### src/rtl/wb_cmd_master_if.sv
// Command, response and Wishbone classic signals shared by wb_cmd_master and its environment.
// The master modport is the initiator's view; the slave modport is the stimulus/bus-slave side.
interface wb_cmd_master_if #(
  parameter int AW = 26,
  parameter int DW = 32,
  parameter int SW = 4
);
  logic          cmd_valid;
  logic          cmd_ready;
  logic          cmd_we;
  logic [AW-1:0] cmd_addr;
  logic [DW-1:0] cmd_wdata;
  logic [SW-1:0] cmd_sel;

  logic          rsp_valid;
  logic          rsp_ready;
  logic [DW-1:0] rsp_rdata;
  logic          rsp_we;
  logic          rsp_err;

  logic          wb_cyc_o;
  logic          wb_stb_o;
  logic          wb_we_o;
  logic [AW-1:0] wb_adr_o;
  logic [DW-1:0] wb_dat_o;
  logic [SW-1:0] wb_sel_o;
  logic [DW-1:0] wb_dat_i;
  logic          wb_ack_i;

  modport master (
    input  cmd_valid, cmd_we, cmd_addr, cmd_wdata, cmd_sel,
    output cmd_ready,
    output rsp_valid, rsp_rdata, rsp_we, rsp_err,
    input  rsp_ready,
    output wb_cyc_o, wb_stb_o, wb_we_o, wb_adr_o, wb_dat_o, wb_sel_o,
    input  wb_dat_i, wb_ack_i
  );

  modport slave (
    output cmd_valid, cmd_we, cmd_addr, cmd_wdata, cmd_sel,
    input  cmd_ready,
    input  rsp_valid, rsp_rdata, rsp_we, rsp_err,
    output rsp_ready,
    input  wb_cyc_o, wb_stb_o, wb_we_o, wb_adr_o, wb_dat_o, wb_sel_o,
    output wb_dat_i, wb_ack_i
  );
endinterface

### src/rtl/wb_cmd_master.sv
// Single-outstanding Wishbone B4 classic initiator: one command in, one single-beat bus
// cycle out, one response back (read data or ack-timeout error), plus a completion counter.
module wb_cmd_master #(
  parameter int AW      = 26,
  parameter int DW      = 32,
  parameter int SW      = 4,
  parameter int TMO_W   = 8,
  parameter int TIMEOUT = 200
) (
  input  logic                 wb_clk_i,
  input  logic                 wb_resetn,
  wb_cmd_master_if.master      bus,
  output logic [15:0]          txn_cnt
);

  typedef enum logic [1:0] {
    S_IDLE = 2'd0,
    S_BUS  = 2'd1,
    S_RESP = 2'd2
  } state_e;

  localparam logic [TMO_W-1:0] TMO_LAST = (TIMEOUT == 0) ? '0 : TMO_W'(TIMEOUT - 1);
  localparam logic [TMO_W-1:0] TMO_ONE  = TMO_W'(1);

  state_e          state_q, state_d;
  logic            we_q, we_d;
  logic [AW-1:0]   adr_q, adr_d;
  logic [DW-1:0]   dat_q, dat_d;
  logic [SW-1:0]   sel_q, sel_d;
  logic [TMO_W-1:0] tmo_q, tmo_d;
  logic [DW-1:0]   rdata_q, rdata_d;
  logic            err_q, err_d;
  logic [15:0]     txn_q, txn_d;

  logic in_bus;
  logic in_resp;

  // NOTE: state uses non-blocking assignments so every register samples pre-edge values.
  // NOTE: the latched command is reset too, so a reset mid-cycle cannot leak a stale command.
  always_ff @(posedge wb_clk_i or negedge wb_resetn) begin
    if (!wb_resetn) begin
      state_q <= S_IDLE;
      we_q    <= 1'b0;
      adr_q   <= '0;
      dat_q   <= '0;
      sel_q   <= '0;
      tmo_q   <= '0;
      rdata_q <= '0;
      err_q   <= 1'b0;
      txn_q   <= '0;
    end else begin
      state_q <= state_d;
      we_q    <= we_d;
      adr_q   <= adr_d;
      dat_q   <= dat_d;
      sel_q   <= sel_d;
      tmo_q   <= tmo_d;
      rdata_q <= rdata_d;
      err_q   <= err_d;
      txn_q   <= txn_d;
    end
  end

  // NOTE: every _d gets its hold value first, so no path through the case can infer a latch.
  always_comb begin
    state_d = state_q;
    we_d    = we_q;
    adr_d   = adr_q;
    dat_d   = dat_q;
    sel_d   = sel_q;
    tmo_d   = tmo_q;
    rdata_d = rdata_q;
    err_d   = err_q;
    txn_d   = txn_q;

    unique case (state_q)
      S_IDLE: begin
        if (bus.cmd_valid) begin
          we_d    = bus.cmd_we;
          adr_d   = bus.cmd_addr;
          dat_d   = bus.cmd_wdata;
          sel_d   = bus.cmd_sel;
          tmo_d   = '0;
          state_d = S_BUS;
        end
      end
      S_BUS: begin
        // Ack is tested first so it wins over a timeout expiring on the same edge.
        if (bus.wb_ack_i) begin
          rdata_d = we_q ? '0 : bus.wb_dat_i;
          err_d   = 1'b0;
          txn_d   = txn_q + 16'd1;
          state_d = S_RESP;
        end else if ((TIMEOUT != 0) && (tmo_q == TMO_LAST)) begin
          rdata_d = '0;
          err_d   = 1'b1;
          txn_d   = txn_q + 16'd1;
          state_d = S_RESP;
        end else if (TIMEOUT != 0) begin
          tmo_d = tmo_q + TMO_ONE;
        end
      end
      S_RESP: begin
        if (bus.rsp_ready) begin
          state_d = S_IDLE;
        end
      end
      default: state_d = S_IDLE;
    endcase
  end

  assign in_bus  = (state_q == S_BUS);
  assign in_resp = (state_q == S_RESP);

  // Gated by reset so the command port reads not-ready while reset is held.
  assign bus.cmd_ready = (state_q == S_IDLE) && wb_resetn;

  assign bus.wb_cyc_o = in_bus;
  assign bus.wb_stb_o = in_bus;
  assign bus.wb_we_o  = in_bus & we_q;
  assign bus.wb_adr_o = in_bus ? adr_q : '0;
  assign bus.wb_dat_o = in_bus ? dat_q : '0;
  assign bus.wb_sel_o = in_bus ? sel_q : '0;

  assign bus.rsp_valid = in_resp;
  assign bus.rsp_rdata = in_resp ? rdata_q : '0;
  assign bus.rsp_we    = in_resp & we_q;
  assign bus.rsp_err   = in_resp & err_q;

  assign txn_cnt = txn_q;

endmodule
### src/flat_wrapper.sv
// flat-port wrapper written by rule: the top's interface ports become plain ports
module wb_cmd_master_flat 
#(
  parameter int AW      = 26,
  parameter int DW      = 32,
  parameter int SW      = 4,
  parameter int TMO_W   = 8,
  parameter int TIMEOUT = 200
)
  (wb_clk_i, wb_resetn, txn_cnt, bus_cmd_valid, bus_cmd_we, bus_cmd_addr, bus_cmd_wdata, bus_cmd_sel, bus_cmd_ready, bus_rsp_valid, bus_rsp_rdata, bus_rsp_we, bus_rsp_err, bus_rsp_ready, bus_wb_cyc_o, bus_wb_stb_o, bus_wb_we_o, bus_wb_adr_o, bus_wb_dat_o, bus_wb_sel_o, bus_wb_dat_i, bus_wb_ack_i);
  wb_cmd_master_if #(.AW(AW), .DW(DW), .SW(SW)) bus_i ();
  input  logic wb_clk_i;
  input  logic wb_resetn;
  output logic [15:0] txn_cnt;
  input wire logic [$bits(bus_i.cmd_valid)-1:0] bus_cmd_valid;
  input wire logic [$bits(bus_i.cmd_we)-1:0] bus_cmd_we;
  input wire logic [$bits(bus_i.cmd_addr)-1:0] bus_cmd_addr;
  input wire logic [$bits(bus_i.cmd_wdata)-1:0] bus_cmd_wdata;
  input wire logic [$bits(bus_i.cmd_sel)-1:0] bus_cmd_sel;
  output wire logic [$bits(bus_i.cmd_ready)-1:0] bus_cmd_ready;
  output wire logic [$bits(bus_i.rsp_valid)-1:0] bus_rsp_valid;
  output wire logic [$bits(bus_i.rsp_rdata)-1:0] bus_rsp_rdata;
  output wire logic [$bits(bus_i.rsp_we)-1:0] bus_rsp_we;
  output wire logic [$bits(bus_i.rsp_err)-1:0] bus_rsp_err;
  input wire logic [$bits(bus_i.rsp_ready)-1:0] bus_rsp_ready;
  output wire logic [$bits(bus_i.wb_cyc_o)-1:0] bus_wb_cyc_o;
  output wire logic [$bits(bus_i.wb_stb_o)-1:0] bus_wb_stb_o;
  output wire logic [$bits(bus_i.wb_we_o)-1:0] bus_wb_we_o;
  output wire logic [$bits(bus_i.wb_adr_o)-1:0] bus_wb_adr_o;
  output wire logic [$bits(bus_i.wb_dat_o)-1:0] bus_wb_dat_o;
  output wire logic [$bits(bus_i.wb_sel_o)-1:0] bus_wb_sel_o;
  input wire logic [$bits(bus_i.wb_dat_i)-1:0] bus_wb_dat_i;
  input wire logic [$bits(bus_i.wb_ack_i)-1:0] bus_wb_ack_i;
  assign bus_i.cmd_valid = bus_cmd_valid;
  assign bus_i.cmd_we = bus_cmd_we;
  assign bus_i.cmd_addr = bus_cmd_addr;
  assign bus_i.cmd_wdata = bus_cmd_wdata;
  assign bus_i.cmd_sel = bus_cmd_sel;
  assign bus_cmd_ready = bus_i.cmd_ready;
  assign bus_rsp_valid = bus_i.rsp_valid;
  assign bus_rsp_rdata = bus_i.rsp_rdata;
  assign bus_rsp_we = bus_i.rsp_we;
  assign bus_rsp_err = bus_i.rsp_err;
  assign bus_i.rsp_ready = bus_rsp_ready;
  assign bus_wb_cyc_o = bus_i.wb_cyc_o;
  assign bus_wb_stb_o = bus_i.wb_stb_o;
  assign bus_wb_we_o = bus_i.wb_we_o;
  assign bus_wb_adr_o = bus_i.wb_adr_o;
  assign bus_wb_dat_o = bus_i.wb_dat_o;
  assign bus_wb_sel_o = bus_i.wb_sel_o;
  assign bus_i.wb_dat_i = bus_wb_dat_i;
  assign bus_i.wb_ack_i = bus_wb_ack_i;
  wb_cmd_master #(.AW(AW), .DW(DW), .SW(SW), .TMO_W(TMO_W), .TIMEOUT(TIMEOUT)) u_core (.wb_clk_i(wb_clk_i), .wb_resetn(wb_resetn), .bus(bus_i), .txn_cnt(txn_cnt));
endmodule
### config.mk
export PLATFORM = sky130hd
export DESIGN_NAME = wb_cmd_master_flat
export DESIGN_NICKNAME = d
export VERILOG_FILES = /design/src/rtl/wb_cmd_master_if.sv /design/src/rtl/wb_cmd_master.sv /design/src/flat_wrapper.sv
export SDC_FILE = /design/constraint.sdc
export NUM_CORES = 1
export LEC_CHECK = 0
export ABC_CLOCK_PERIOD_IN_PS = 2700
export CAP_MARGIN = 15
export CORE_MARGIN = 1.5
export CORE_UTILIZATION = 35
export CTS_CLUSTER_DIAMETER = 50
export DETAILED_ROUTE_END_ITERATION = 8
export PLACE_DENSITY = 0.69
export SLEW_MARGIN = 20
export SYNTH_ARGS = -nofsm -noshare
export SYNTH_HDL_FRONTEND = slang
export SYNTH_SLANG_ARGS = --single-unit
### constraint.sdc
create_clock -name wb_clk_i -period 2.7 [get_ports wb_clk_i]
set_input_delay 0.81 -clock wb_clk_i [delete_from_list [all_inputs] [get_ports wb_clk_i]]
set_output_delay 0.81 -clock wb_clk_i [all_outputs]
set_load 0.1 [all_outputs]
# Word level (Yosys, flattened, before mapping)
# Index checks and enable logic that the tools add are counted.
[op_classes]
add_sub_neg = 2
eq_ne = 8
n_mux = 20
bitwise_logic = 3
reduce_logical = 8
[ops]
columns = ["operator", "count"]
rows = [
  ["$mux 32", 5],
  ["$mux 16", 2],
  ["$mux 26", 1],
  ["$mux 8", 3],
  ["$add 16x1->16 const B", 1],
  ["$pmux 8 s2", 1],
  ["$add 8x1->8 const B", 1],
  ["$eq 8x8->1 const B", 1],
  ["$mux 2", 4],
  ["$ne 2x2->1 const B", 4],
  ["$pmux 2 s3", 1],
  ["$mux 4", 1],
  ["$reduce_and 2->1", 2],
  ["$reduce_and 4->1", 1],
  ["$reduce_bool 2->1", 2],
  ["$and 1x1->1", 3],
  ["$ne 3x3->1 const B", 1],
  ["$reduce_and 3->1", 1],
  ["$eq 2x1->1 const B", 1],
  ["$eq 2x2->1 const B", 1],
  ["$logic_not 2->1", 1],
  ["$mux 1", 2],
  ["$logic_and 1x1->1", 1],
]
[word_totals]
regBits = 122
input_bits = 100
output_inout_bits = 117

# Longest topological paths before layout
[logic_depth]
depth_word = 4
depth_mapped = 7
depth_no_buf = 5

# Least setup slack after synthesis
# No wires, ideal clock.
[synth_path]
kind = "input to output"
start = "in wb_resetn"
end = "out bus_cmd_ready"
arrival_time_ns = 2.992
t_required_ns = 1.890
path_slack_ns = -1.102
path_stages = 1
path_buffers = 0
path_cell_list = "nor3b_1"
[synth_between]
elab_chain_len = 1
[synth_rtl]
columns = ["element", "line", "source"]
rows = [
  ["from (decl)", "flat_wrapper.sv:13", "input logic wb_resetn;"],
  ["$logic_and 1x1->1", "wb_cmd_master.sv:116", "assign bus.cmd_ready = (state_q == S_IDLE) && wb_resetn;"],
  ["to (decl)", "flat_wrapper.sv:20", "output wire logic [$bits(bus_i.cmd_ready)-1:0] bus_cmd_ready;"],
]
# Every way passes these cells.

# Worst setup path after layout
[layout_path]
start = "reg u_core.state_q[0]"
end = "out bus_rsp_rdata[10]"
[layout_between]
elab_chain_len = 2
[layout_rtl]
columns = ["element", "line", "source"]
rows = [
  ["from (decl)", "wb_cmd_master.sv:25", "state_e state_q, state_d;"],
  ["from (signal assigned)", "wb_cmd_master.sv:52", "state_q <= state_d;"],
  ["$eq 2x2->1", "wb_cmd_master.sv:113", "assign in_resp = (state_q == S_RESP);"],
  ["$mux 32", "wb_cmd_master.sv:126", "assign bus.rsp_rdata = in_resp ? rdata_q : '0;"],
  ["to (decl)", "flat_wrapper.sv:22", "output wire logic [$bits(bus_i.rsp_rdata)-1:0] bus_rsp_rdata;"],
]
# Every way passes these cells.

==> run metrics <==
outcome=finished clean; PortBufs=216; clk slew on worst S/H paths=60 ps; YS warnings=0; Final period util=94.6%; required time of the critical path=1890 ps; Sink Count=122; Final Skew=12.3 ps; top routing layer used=met4; RR Endpoint=u_core.rdata_q[8]; Relative slew margins=44.6%; Area growth syn-to-layout=74.0%; RR Startpoint=u_core.tmo_q[0]; largest net degree at the start of global routing=66; async set or reset register ratio after synthesis=100%; Worst Reg-to-Reg Cells=6; hpwl dp=10400 um; Worst Tran Pin Value=832 ps; RSZ-0062 raised after global routing=false; DP Area=8880 um2; clock latency on the worst-skew pair=420 ps; Cell variety after synth=41; first-pass iteration count of the detailed router=4; #FFs+latches synth=122; starting density of the core=36.0%; Final ANT Viol Nets=0; vias in the first global route=4617; Post-synth EDFFs=0; Fillers=1182; Final GP Congestion=0.802; Die ar.=16500 um2; R2R Setup Slk=700 ps; cts bufs inserted=17; Final nets=763; DR iter-0 viols=129; Fin Setup TNS=0 ps; CTS Hold Buffers Added=0; sequential element share of the synthesized area=55.4%; met3 wire len=1280 um; die extent in y=129 um; drt wl/cell=16.8 um; std cell rows=45; most common cell after layout, fill and taps aside=dfrtp_1; final setup violating endpoints=0; layout cells sized above 1=37.7%; commonest cells after routing, fill and taps aside=122 x dfrtp_1, 104 x buf_12, 98 x clkdlybuf4s50_1, 82 x and2_1, 63 x mux2_2; Remaining DRCs=0; mapped cell area=5510 um2; fin worst setup slack=146 ps; cells after synthesis=444; crit start category=flop; met2 WL post-DR=7170 um; DR vias/cell=4.88; min cycle time layout=2550 ps; number of max-cap violations=0; fin area=9590 um2; Max H-tree Level=4; Top FF cell, synth=dfrtp_1; worst min-delay path class=in2async; Metal-1 WL=6120 um; boundary pin count=217; hold slack=191 ps; Die Span X=129 um; Core Region=15300 um2; worst-path fanout max=36; CTS root buf=clkbuf_16; syn_area_per_cell=12.4 um2; DP Worst Slack=226 ps; CTS tree=done; syn_nets=546; crit path DAT=1740 ps; FMAX=391 MHz; CTS Buffer Depth=2; Final Hold Fails=0; final wirelength=14800 um; crit path kind=reg2out; global-route wire length before repair=23600 um; diode count=0; gr usage total=18.4%; Setup crit end kind=primary output; via count=4316; max-slew violation count=0; total grt overflow=0; initial antenna violation count=0
## synthesized netlist by cell type, drive strengths merged, types with 2 or more instances
cell	n	area [um2]
dfrtp	122	3050
mux2	64	721
nand2b	3	33.8
a22o	32	280
nor3b	5	53.8
a21oi	7	46.3
buf	15	111
inv	6	22.5
nand3	6	30.0
xor2	14	123
nand2	10	37.5
nor4	5	43.8
o21ai	8	40.0
and4	2	17.5
nor3	6	30.0
and2	99	619
ha	2	25.0
clkbuf	14	52.6
o21a	2	15.0
nand4	4	25.0
a31oi	3	18.8
nor2	6	22.5
## through the flow
stage,cells,utilization (%)
3_3_place_gp,851,58.0
4_1_cts,883,62.4
5_1_grt,885,62.6
3_5_place_dp,851,58.0
6_report,885,62.6
2_1_floorplan,444,-
## critical path: stages (launching register included)
cell and delay (ps):
dfrtp_1 450, nor2b_1 180, buf_6 260, and2_1 240, buf_12 190
## per-layer routing
metal | global-route usage, % | vias up
li1 | - | 1976
met1 | 21.9 | 2160
met2 | 29.9 | 160
met3 | 7.69 | 20
met4 | 7.14 | 0
met5 | 0 | -
## worst max-delay path by stage
stage                     slack [ps]  depth (start not counted)           endpoint              start
after floorplan                 -110                          1      bus_cmd_ready          wb_resetn
after global placement           250                          5    u_core.tmo_q[6]      bus_cmd_valid
after detailed placement         230                          5    u_core.tmo_q[6]      bus_cmd_valid
after CTS                          7                          5    bus_wb_adr_o[1]  u_core.state_q[1]
after global routing              50                          4  bus_rsp_rdata[10]  u_core.state_q[0]
final                            150                          4  bus_rsp_rdata[10]  u_core.state_q[0]
## what timing repair did
action	4_1_cts	5_1_grt
setup buffers	0	1
endpoints found under the setup margin	32	64
gates cloned	0	1
gates resized for setup	2	2
## final cells by class
cell class,count,area (um2),area share [%]
Sequential cell,122,3050,31.8
Clock buffer,21,470,4.91
Tap cell,211,264,2.75
Timing Repair Buffer,227,3280,34.2
Inverter,6,25.0,0.261
Clock inverter,11,191,2.00
Multi-Input combinational cell,287,2310,24.1
## state kept, by name, summed over array words and instances, names as in the netlist
signal / flops
u_core.dat_q: 32
u_core.rdata_q: 32
u_core.adr_q: 26
u_core.txn_cnt: 16
u_core.tmo_q: 8
u_core.sel_q: 4
u_core.state_q: 2
u_core.err_q: 1
u_core.we_q: 1
## cell families (layout without fill, tap and decap cells)
family	after synthesis	in the layout	share of synthesized area, %
multiplexers	64	64	13.1
flip-flops	122	122	55.4
XOR/XNOR	15	15	2.38
buffers and inverters	35	265	3.38
AND/OR/NAND/NOR	152	152	17.5
adder cells (fa/ha/maj)	2	2	0.454
AO/OA/AOI/OAI	54	54	7.78
Power is left out: the tool's default activity adds up to more than one toggle a clock period on the data nets, which glitch-free logic cannot reach.
